[config.mk]
export PLATFORM = sky130hd
export DESIGN_NAME = multi_uart_tx_flat
export DESIGN_NICKNAME = d
export VERILOG_FILES = /design/src/rtl/multi_uart_tx_if.sv /design/src/rtl/multi_uart_tx.sv /design/src/flat_wrapper.sv
export SDC_FILE = /design/constraint.sdc
export NUM_CORES = 1
export LEC_CHECK = 0
export CAP_MARGIN = 20
export CORE_MARGIN = 3
export CORE_UTILIZATION = 61
export CTS_CLUSTER_SIZE = 20
export DETAILED_ROUTE_END_ITERATION = 16
export GPL_TIMING_DRIVEN = 0
export HOLD_SLACK_MARGIN = 0.08
export PLACE_DENSITY = 0.84
export SYNTH_ARGS = -nofsm -noshare
export SYNTH_HDL_FRONTEND = slang
export SYNTH_SLANG_ARGS = --single-unit
[constraint.sdc]
create_clock -name clk -period 5.3 [get_ports clk]
set_input_delay 1.06 -clock clk [delete_from_list [all_inputs] [get_ports clk]]
set_output_delay 1.06 -clock clk [all_outputs]
set_load 0.02 [all_outputs]
[src/rtl/multi_uart_tx_if.sv]
// Shared write port of the multi-channel UART transmitter: one byte per
// cycle, steered to a channel by wr_ch.
interface multi_uart_tx_if #(
  parameter int NCH = 2
);
  localparam int CW = (NCH > 1) ? $clog2(NCH) : 1;

  logic          wr_en;
  logic [CW-1:0] wr_ch;
  logic [7:0]    wr_data;

  modport master (output wr_en, wr_ch, wr_data);
  modport slave  (input  wr_en, wr_ch, wr_data);
endinterface

[src/rtl/multi_uart_tx.sv]
// Multi-channel UART transmitter: NCH independent lanes, each a TX FIFO
// feeding a frame FSM, sharing one baud divisor and frame format.
module multi_uart_tx_ch #(
  parameter int DEPTH = 16,
  parameter int DIV_W = 16
) (
  input  logic             clk,
  input  logic             rst,
  input  logic [DIV_W-1:0] baud_div,
  input  logic [1:0]       cfg_par,
  input  logic             cfg_stop2,
  input  logic             wr,
  input  logic [7:0]       wr_data,
  input  logic             ovf_clr,
  output logic             txd,
  output logic             full,
  output logic             empty,
  output logic             busy,
  output logic             ovf
);
  localparam int AW = $clog2(DEPTH);

  typedef enum logic [2:0] {IDLE, START, DATA, PARITY, STOP} state_t;

  state_t           state;
  logic [7:0]       mem [DEPTH];
  logic [AW:0]      wp, rp, wp_n, rp_n;
  logic [DIV_W-1:0] cnt, div_q;
  logic [7:0]       dat, head;
  logic [2:0]       bitn;
  logic             par_en, par_bit, stop2_q, stop_n;
  logic             bit_end, pop, wr_ok;

  assign head    = mem[rp[AW-1:0]];
  assign bit_end = (cnt == '0);
  // Pop from IDLE, or at the very end of the last stop bit so frames chain gaplessly.
  assign pop     = !empty && (state == IDLE ||
                   (state == STOP && bit_end && (!stop2_q || stop_n)));
  assign wr_ok   = wr && !full;
  assign wp_n    = wp + {{AW{1'b0}}, wr_ok};
  assign rp_n    = rp + {{AW{1'b0}}, pop};

  always_ff @(posedge clk) begin
    if (wr_ok && !rst) mem[wp[AW-1:0]] <= wr_data;
  end

  always_ff @(posedge clk) begin
    if (rst) begin
      wp    <= '0;
      rp    <= '0;
      empty <= 1'b1;
      full  <= 1'b0;
      ovf   <= 1'b0;
    end else begin
      wp    <= wp_n;
      rp    <= rp_n;
      empty <= (wp_n == rp_n);
      full  <= (wp_n[AW] != rp_n[AW]) && (wp_n[AW-1:0] == rp_n[AW-1:0]);
      // Overflow judged on the pre-pop full flag; set beats clear.
      if (wr && full)   ovf <= 1'b1;
      else if (ovf_clr) ovf <= 1'b0;
    end
  end

  always_ff @(posedge clk) begin
    if (rst) begin
      state   <= IDLE;
      txd     <= 1'b1;
      busy    <= 1'b0;
      cnt     <= '0;
      div_q   <= '0;
      dat     <= '0;
      bitn    <= '0;
      par_en  <= 1'b0;
      par_bit <= 1'b0;
      stop2_q <= 1'b0;
      stop_n  <= 1'b0;
    end else if (pop) begin
      // Frame format is latched here and held for the whole frame.
      state   <= START;
      txd     <= 1'b0;
      busy    <= 1'b1;
      cnt     <= baud_div;
      div_q   <= baud_div;
      dat     <= head;
      par_en  <= ^cfg_par;
      par_bit <= (^head) ^ cfg_par[1];
      stop2_q <= cfg_stop2;
      stop_n  <= 1'b0;
    end else if (state != IDLE) begin
      if (!bit_end) begin
        cnt <= cnt - DIV_W'(1);
      end else begin
        cnt <= div_q;
        case (state)
          START: begin
            state <= DATA;
            bitn  <= '0;
            txd   <= dat[0];
          end
          DATA: begin
            if (bitn == 3'd7) begin
              state <= par_en ? PARITY : STOP;
              txd   <= par_en ? par_bit : 1'b1;
            end else begin
              bitn <= bitn + 3'd1;
              txd  <= dat[bitn + 3'd1];
            end
          end
          PARITY: begin
            state <= STOP;
            txd   <= 1'b1;
          end
          STOP: begin
            if (stop2_q && !stop_n) begin
              stop_n <= 1'b1;
            end else begin
              state <= IDLE;
              busy  <= 1'b0;
              txd   <= 1'b1;
            end
          end
          default: state <= IDLE;
        endcase
      end
    end
  end
endmodule

module multi_uart_tx #(
  parameter int NCH   = 2,
  parameter int DEPTH = 16,
  parameter int DIV_W = 16
) (
  input  logic             clk,
  input  logic             rst,
  input  logic [DIV_W-1:0] baud_div,
  input  logic [1:0]       cfg_par,
  input  logic             cfg_stop2,
  multi_uart_tx_if.slave   bus,
  input  logic [NCH-1:0]   ie,
  input  logic [NCH-1:0]   ovf_clr,
  output logic [NCH-1:0]   txd,
  output logic [NCH-1:0]   full,
  output logic [NCH-1:0]   empty,
  output logic [NCH-1:0]   busy,
  output logic [NCH-1:0]   ovf,
  output logic             irq
);
  localparam int CW = (NCH > 1) ? $clog2(NCH) : 1;

  // Out-of-range wr_ch matches no lane, so such writes vanish silently.
  for (genvar i = 0; i < NCH; i++) begin : g_ch
    logic wr;
    assign wr = bus.wr_en && (bus.wr_ch == CW'(i));

    multi_uart_tx_ch #(.DEPTH(DEPTH), .DIV_W(DIV_W)) u_ch (
      .clk       (clk),
      .rst       (rst),
      .baud_div  (baud_div),
      .cfg_par   (cfg_par),
      .cfg_stop2 (cfg_stop2),
      .wr        (wr),
      .wr_data   (bus.wr_data),
      .ovf_clr   (ovf_clr[i]),
      .txd       (txd[i]),
      .full      (full[i]),
      .empty     (empty[i]),
      .busy      (busy[i]),
      .ovf       (ovf[i])
    );
  end

  assign irq = |(ie & empty & ~busy);
endmodule
[src/flat_wrapper.sv]
// flat-port wrapper written by rule: the top's interface ports become plain ports
module multi_uart_tx_flat 
#(
  parameter int NCH   = 2,
  parameter int DEPTH = 16,
  parameter int DIV_W = 16
)
  (clk, rst, baud_div, cfg_par, cfg_stop2, ie, ovf_clr, txd, full, empty, busy, ovf, irq, bus_wr_en, bus_wr_ch, bus_wr_data);
  multi_uart_tx_if #(.NCH(NCH)) bus_i ();
  input  logic clk;
  input  logic rst;
  input  logic [DIV_W-1:0] baud_div;
  input  logic [1:0] cfg_par;
  input  logic cfg_stop2;
  input  logic [NCH-1:0] ie;
  input  logic [NCH-1:0] ovf_clr;
  output logic [NCH-1:0] txd;
  output logic [NCH-1:0] full;
  output logic [NCH-1:0] empty;
  output logic [NCH-1:0] busy;
  output logic [NCH-1:0] ovf;
  output logic irq;
  input wire logic [$bits(bus_i.wr_en)-1:0] bus_wr_en;
  input wire logic [$bits(bus_i.wr_ch)-1:0] bus_wr_ch;
  input wire logic [$bits(bus_i.wr_data)-1:0] bus_wr_data;
  assign bus_i.wr_en = bus_wr_en;
  assign bus_i.wr_ch = bus_wr_ch;
  assign bus_i.wr_data = bus_wr_data;
  multi_uart_tx #(.NCH(NCH), .DEPTH(DEPTH), .DIV_W(DIV_W)) u_core (.clk(clk), .rst(rst), .baud_div(baud_div), .cfg_par(cfg_par), .cfg_stop2(cfg_stop2), .bus(bus_i), .ie(ie), .ovf_clr(ovf_clr), .txd(txd), .full(full), .empty(empty), .busy(busy), .ovf(ovf), .irq(irq));
endmodule
==> impl_metrics.env, run 1 <==
export IMPL_ctsLongestPathBuffers=3
export IMPL_cts_resized=0
export IMPL_n_antenna_cell=0
export IMPL_slew_headroom_pct=25.4
export IMPL_crit_path_max_incr_delay_ns=0.51
export IMPL_crit_arrival_ns=4.72
export IMPL_synth_edff_count=256
export IMPL_drt_iter0_drc=1345
export IMPL_grt_pass1_vias=10711
export IMPL_firstDrtPassIters=6
export IMPL_syn2layout_area_growth_pct=14.6
export IMPL_grt_pass1_wl_microns=62300
export IMPL_hold_path_class="reg2reg"
export IMPL_cts_root_buf="clkbuf_16"
export IMPL_synth_fp_nets=1259
export IMPL_ys_seq_area_share_pct=63.6
export IMPL_final_cell_mix="edfxtp_1, nand2_1, dfxtp_1"
export IMPL_instances_no_fill=1669
export IMPL_rows=58
export IMPL_setup_viol=0
export IMPL_grt_antenna_before_repair=0
export IMPL_worstPathMaxFanout=10
export IMPL_status="complete, no violations"
export IMPL_synth_distinct_cells=58
export IMPL_core_area_sq_mm=0.0256
export IMPL_vias_per_cell=6.56
export IMPL_yosysWarnings=0
export IMPL_rrSetupSlack_ns=1.02
export IMPL_worst_pin_slew_ns=1.12
export IMPL_maxCapViolCount=0
export IMPL_p_seq_share_pct=39.8
export IMPL_fin_area_sq_mm=0.0185
export IMPL_dpl_cell_area_sq_mm=0.0171
export IMPL_io_pins=46
export IMPL_clk_pin_slew_ns=0.06
export IMPL_fin_ws_ns=1.02
export IMPL_ir_drop_uv=417
export IMPL_synthArstFlopShare_pct=0
export IMPL_ant_nets=0
export IMPL_critPathKind="reg2reg"
export IMPL_crit_chain="or3_1, buf_2, or4_4, buf_6, or4b_1, a2111o_1, buf_6, clkinv_4, buf_2, ha_1, ha_1, nand3_1, xor2_1, xnor2_1, nor2_1, a21oi_1"
export IMPL_finalCritPeriodShare_pct=80.7
export IMPL_period_needed_ns=4.28
export IMPL_fin_tns_setup_ns=0
export IMPL_numClockSinks=386
export IMPL_place_gp_congestion=0.897
export IMPL_die_area_sq_mm=0.0285
export IMPL_initial_core_util_pct=63.1
export IMPL_slew_violations=0
export IMPL_skew_ns=0.0307
export IMPL_cts_tree="built"
export IMPL_rsz0062_at_grt="no"
export IMPL_die_h_microns=169
export IMPL_detail_route_wl_per_cell_microns=24.1
export IMPL_power_switching_uw=2960
export IMPL_finalNetCount=1360
export IMPL_die_w_microns=169
export IMPL_ys_ff_latch=386
export IMPL_p_sw_share_pct=32.0
export IMPL_layout_commonest_cell="edfxtp_1"
export IMPL_cts_hold_buffers=0
export IMPL_max_freq_ghz=0.234
export IMPL_via_count=10952
export IMPL_grt_max_degree=33
export IMPL_cts_setup_buffers=0
export IMPL_grt_overflow=0
export IMPL_synthFlopType="edfxtp_1"
export IMPL_startpoint_type="flip-flop"
export IMPL_clockPowerShare_pct=29.8
export IMPL_insertion_delay_ns=0.54
export IMPL_fin_util_pct=72.4
export IMPL_numCtsBuffers=39
export IMPL_finalHoldViolations=0
export IMPL_combPwrFrac_pct=30.4
export IMPL_h_tree_depth=2
export IMPL_power_density_mw_per_mm2=498
export IMPL_synthesis_area_sq_mm=0.0162
export IMPL_grt_usage_pct=28.3
export IMPL_dp_hpwl_microns=25200
export IMPL_p_int_uw=6280
export IMPL_p_leak_uw=0.00616
export IMPL_syn_area_per_cell_sq_um=13.4
export IMPL_end_kind="flip-flop"
export IMPL_wirelength_microns=40300
export IMPL_critPathSlowestCell="or4_4"
export IMPL_port_buffers=45
export IMPL_dp_slack_ns=1.14
export IMPL_placed_cells_incl_taps=1594
export IMPL_final_layout_size_suffix_gt1_share_pct=13.2
export IMPL_drc_errors=0
export IMPL_critPathRequiredTime_ns=5.75
export IMPL_synthCells=1210
-- path summary, 6_finish.rpt --
kind	start	endpoint	cells after the start
setup reg to reg	u_core.g_ch[1].u_ch.cnt[2]	u_core.g_ch[1].u_ch.empty	16
hold reg to reg	u_core.g_ch[0].u_ch.div_q[1]	u_core.g_ch[0].u_ch.div_q[1]	2
setup / recovery	u_core.g_ch[1].u_ch.cnt[2]	u_core.g_ch[1].u_ch.empty	16
hold / removal	u_core.g_ch[0].u_ch.div_q[1]	u_core.g_ch[0].u_ch.div_q[1]	2
-- layer usage --
layer	share of wire [%]	track usage [%]	wire length, microns
met1	39	38.2	15600
met2	49	46.7	19700
met3	8.5	5.11	3410
met4	3.7	10.3	1500
met5	0	0	0
-- worst max-delay path: cells and delay by family, from the launching register on --
| family | cells | cell delay (ns) |
|---|---|---|
| xor gates and xnor gates | 2 | 0.42 |
| adders and majority gates | 2 | 0.47 |
| DFF | 1 | 0.36 |
| AOI/OAI and AO/OA | 2 | 0.58 |
| and+or+nand+nor | 5 | 1.57 |
| buffers and inverters | 5 | 0.79 |
-- area by class of cell --
class                      instances  area, sq um
buffer                            82          384
clock buffer                      51         1080
clock inverter                    18          191
fill                            1525         7080
inverter                          13         53.8
multi-input combinational        729         5450
sequential                       386        10300
tap                              330          413
timing repair buffer              60          681
-- flip-flops by register name (all words and copies together) (netlist names) --
register                  cells
u_core.g_ch.u_ch.bitn         6
u_core.g_ch.u_ch.busy         2
u_core.g_ch.u_ch.cnt         32
u_core.g_ch.u_ch.dat         16
u_core.g_ch.u_ch.div_q       32
u_core.g_ch.u_ch.empty        2
u_core.g_ch.u_ch.full         2
u_core.g_ch.u_ch.mem        256
u_core.g_ch.u_ch.ovf          2
u_core.g_ch.u_ch.par_bit      2
u_core.g_ch.u_ch.par_en       2
u_core.g_ch.u_ch.rp          10
u_core.g_ch.u_ch.state        6
u_core.g_ch.u_ch.stop2_q      2
u_core.g_ch.u_ch.stop_n       2
u_core.g_ch.u_ch.txd          2
u_core.g_ch.u_ch.wp          10
-- cells in the mapped netlist, drive strengths merged (7+ instances only) --
cell type / count / area, sq um
dfxtp: 130 / 2600
xnor2: 26 / 228
nand2: 160 / 601
clkbuf: 50 / 188
a311oi: 13 / 114
o21ai: 25 / 125
mux4: 76 / 1710
xor2: 21 / 184
a21oi: 82 / 410
nor2: 95 / 357
nand3b: 7 / 52.6
a31oi: 16 / 100
buf: 32 / 196
inv: 11 / 41.3
a22oi: 8 / 60.1
nand2b: 14 / 87.6
nor4: 10 / 68.8
nor2b: 13 / 81.3
ha: 14 / 175
nor3: 29 / 145
or3: 7 / 43.8
nand3: 30 / 150
o211ai: 28 / 210
edfxtp: 256 / 7690
-- power by group through the flow --
stage / Sequential, uW / Clock, uW / Combinational (uW)
CTS: 3670 / 2760 / 2770
global route: 3710 / 2890 / 3050
detailed placement: 3730 / 0 / 2720
floorplan: 3670 / 0 / 2060
global placement: 3720 / 0 / 2630
finish: 3680 / 2750 / 2800
-- cells by family after synthesis --
kind of cell | count (synthesis) | synth area share, %
adders and majority gates | 14 | 1.08
AOI/OAI and AO/OA | 196 | 7.55
muxes | 81 | 10.9
xor gates and xnor gates | 53 | 3.38
and+or+nand+nor | 385 | 10.8
DFF | 386 | 63.6
buffers and inverters | 95 | 2.71
-- through the flow --
stage / total power, uW / hold WS, ns
CTS: 9200 / 0.455
floorplan: 5730 / 0.427
detailed placement: 6460 / 0.447
global placement: 6360 / 0.438
global route: 9640 / 0.474
finish: 9240 / 0.453
Power figures use the tool's default switching activity.
==> run 2, diff against run 1 <==
Settings changed: CORE_UTILIZATION 61 to 55, PLACE_DENSITY 0.84 to 0.8.
Clock period 5.3 ns to 3.45 ns, I/O delays scaled along.
==> impl_metrics.env, run 2 (synthesized netlist as in run 1, its figures left out) <==
export IMPL_period_needed_ns=3.46
export IMPL_placed_cells_incl_taps=1647
export IMPL_io_pins=46
export IMPL_vias_per_cell=6.12
export IMPL_die_w_microns=177
export IMPL_core_area_sq_mm=0.0289
export IMPL_largest_register_ffs=256
export IMPL_grt_antenna_before_repair=0
export IMPL_port_buffers=45
export IMPL_holdPathStages=2
export IMPL_grt_pass1_wl_microns=58500
export IMPL_detail_route_wl_per_cell_microns=21.9
export IMPL_grt_max_degree=33
export IMPL_ff2ff_path_depth=13
export IMPL_multi_input_area_sq_mm=0.00559
export IMPL_p_leak_uw=0.00625
export IMPL_firstDrtPassIters=5
export IMPL_max_freq_ghz=0.289
export IMPL_slew_violations=0
export IMPL_fin_ws_ns=-0.0106
export IMPL_violations="setup timing"
export IMPL_final_layout_size_suffix_gt1_share_pct=16.1
export IMPL_finalCritPeriodShare_pct=100
export IMPL_numClockSinks=386
export IMPL_grt_overflow=0
export IMPL_finalNetCount=1371
export IMPL_grt_pass1_vias=10531
export IMPL_critPathKind="reg2reg"
export IMPL_regArea_sq_mm=0.0103
export IMPL_setup_viol=1
export IMPL_ctsLongestPathBuffers=3
export IMPL_instances_no_fill=1735
export IMPL_worst_pin_slew_ns=1.13
export IMPL_finalHoldViolations=0
export IMPL_drc_errors=0
export IMPL_slew_headroom_pct=24.2
export IMPL_crit_arrival_ns=3.86
export IMPL_status="finished, violations left"
export IMPL_maxCapViolCount=0
export IMPL_grt_usage_pct=24.3
export IMPL_ir_drop_uv=613
export IMPL_die_h_microns=177
export IMPL_numCtsBuffers=39
export IMPL_power_density_mw_per_mm2=760
export IMPL_end_kind="flip-flop"
export IMPL_startpoint_type="flip-flop"
export IMPL_crit_path_max_incr_delay_ns=0.54
export IMPL_h_tree_depth=2
export IMPL_place_gp_congestion=0.892
export IMPL_skew_ns=0.0134
export IMPL_cts_root_buf="clkbuf_16"
export IMPL_rows=62
export IMPL_layout_commonest_cell="edfxtp_1"
export IMPL_hold_path_class="reg2reg"
export IMPL_rsz0062_at_grt="yes"
export IMPL_wirelength_microns=38000
export IMPL_critPathRequiredTime_ns=3.85
export IMPL_n_fill_cell=2048
export IMPL_via_count=10618
export IMPL_cts_tree="built"
export IMPL_critPathSlowestCell="or4_4"
export IMPL_syn2layout_area_growth_pct=16.8
export IMPL_ant_nets=0
export IMPL_drt_iter0_drc=1089
export IMPL_crit_chain="or4_4, or4_4, or4b_1, a2111o_1, buf_6, clkinv_8, ha_4, ha_4, nand3_4, xor2_4, xnor2_2, nor2_1, a21oi_1"
export IMPL_clk_pin_slew_ns=0.07
export IMPL_fin_tns_setup_ns=-0.0106
export IMPL_dp_hpwl_microns=25000
export IMPL_final_cell_mix="edfxtp_1, nand2_1, dfxtp_1"
export IMPL_worstPathMaxFanout=2
export IMPL_die_area_sq_mm=0.0315
export IMPL_insertion_delay_ns=0.53
export IMPL_initial_core_util_pct=56.0
export IMPL_cts_hold_buffers=0
-- run 2: layer usage --
| layer | wire length, microns | share of wire (%) | track usage (%) |
|---|---|---|---|
| met1 | 15300 | 40 | 32.8 |
| met2 | 18300 | 48 | 39.7 |
| met3 | 3060 | 8.0 | 4.66 |
| met4 | 1310 | 3.4 | 8.80 |
| met5 | 0 | 0 | 0 |
-- run 2: final timing paths --
path,from,to,slack (ns)
setup / recovery,u_core.g_ch[1].u_ch.cnt[9],u_core.g_ch[1].u_ch.empty,-0.01
hold / removal,u_core.g_ch[1].u_ch.dat[1],u_core.g_ch[1].u_ch.dat[1],0.45
setup reg to reg,u_core.g_ch[1].u_ch.cnt[9],u_core.g_ch[1].u_ch.empty,-0.01
hold reg to reg,u_core.g_ch[1].u_ch.dat[1],u_core.g_ch[1].u_ch.dat[1],0.45
-- run 2: power by group --
group | leakage (uW) | internal, uW | switching [uW]
clock network | 0.000602 | 2450 | 1760
registers | 0.00337 | 5310 | 365
logic | 0.00228 | 2060 | 2400
total | 0.00625 | 9830 | 4530
-- run 2: repair_timing --
item,CTS,global route
endpoints found under the setup margin,17,13
buffers inserted,7,10
pin swaps,8,8
endpoints found under the hold margin,0,0
cloned,0,0
resized for setup,33,19
-- run 2: critical path, delay by kind of cell, from the launching register on --
family,cells,cell delay (ns)
adders and majority gates,2,0.31
buffers and inverters,2,0.20
xor gates and xnor gates,2,0.35
AOI/OAI and AO/OA,2,0.45
and+or+nand+nor,5,1.70
DFF,1,0.32
-- run 2: per-stage QoR --
step                setup WS, ns  hold WS [ns]  cell area [sq um]  total power, uW  utilization (%)
floorplan                -0.0942         0.427              16200             8840                -
global placement          -0.621         0.438              17100             9840             59.4
detailed placement        -0.661         0.446              17200             9940             59.6
CTS                      -0.0676         0.453              18600            14200             64.4
global route             -0.0891         0.472              18900            15000             65.4
finish                   -0.0106         0.453              18900            14400             65.4
-- run 2: layout make-up --
type                            instances  area share [%]
Antenna cell                            1          0.0133
Buffer                                 76            2.02
Clock buffer                           49            5.53
Clock inverter                         20            1.16
Inverter                               13           0.351
Multi-Input combinational cell        729            29.6
Sequential cell                       386            54.6
Tap cell                              384            2.54
Timing Repair Buffer                   77            4.19
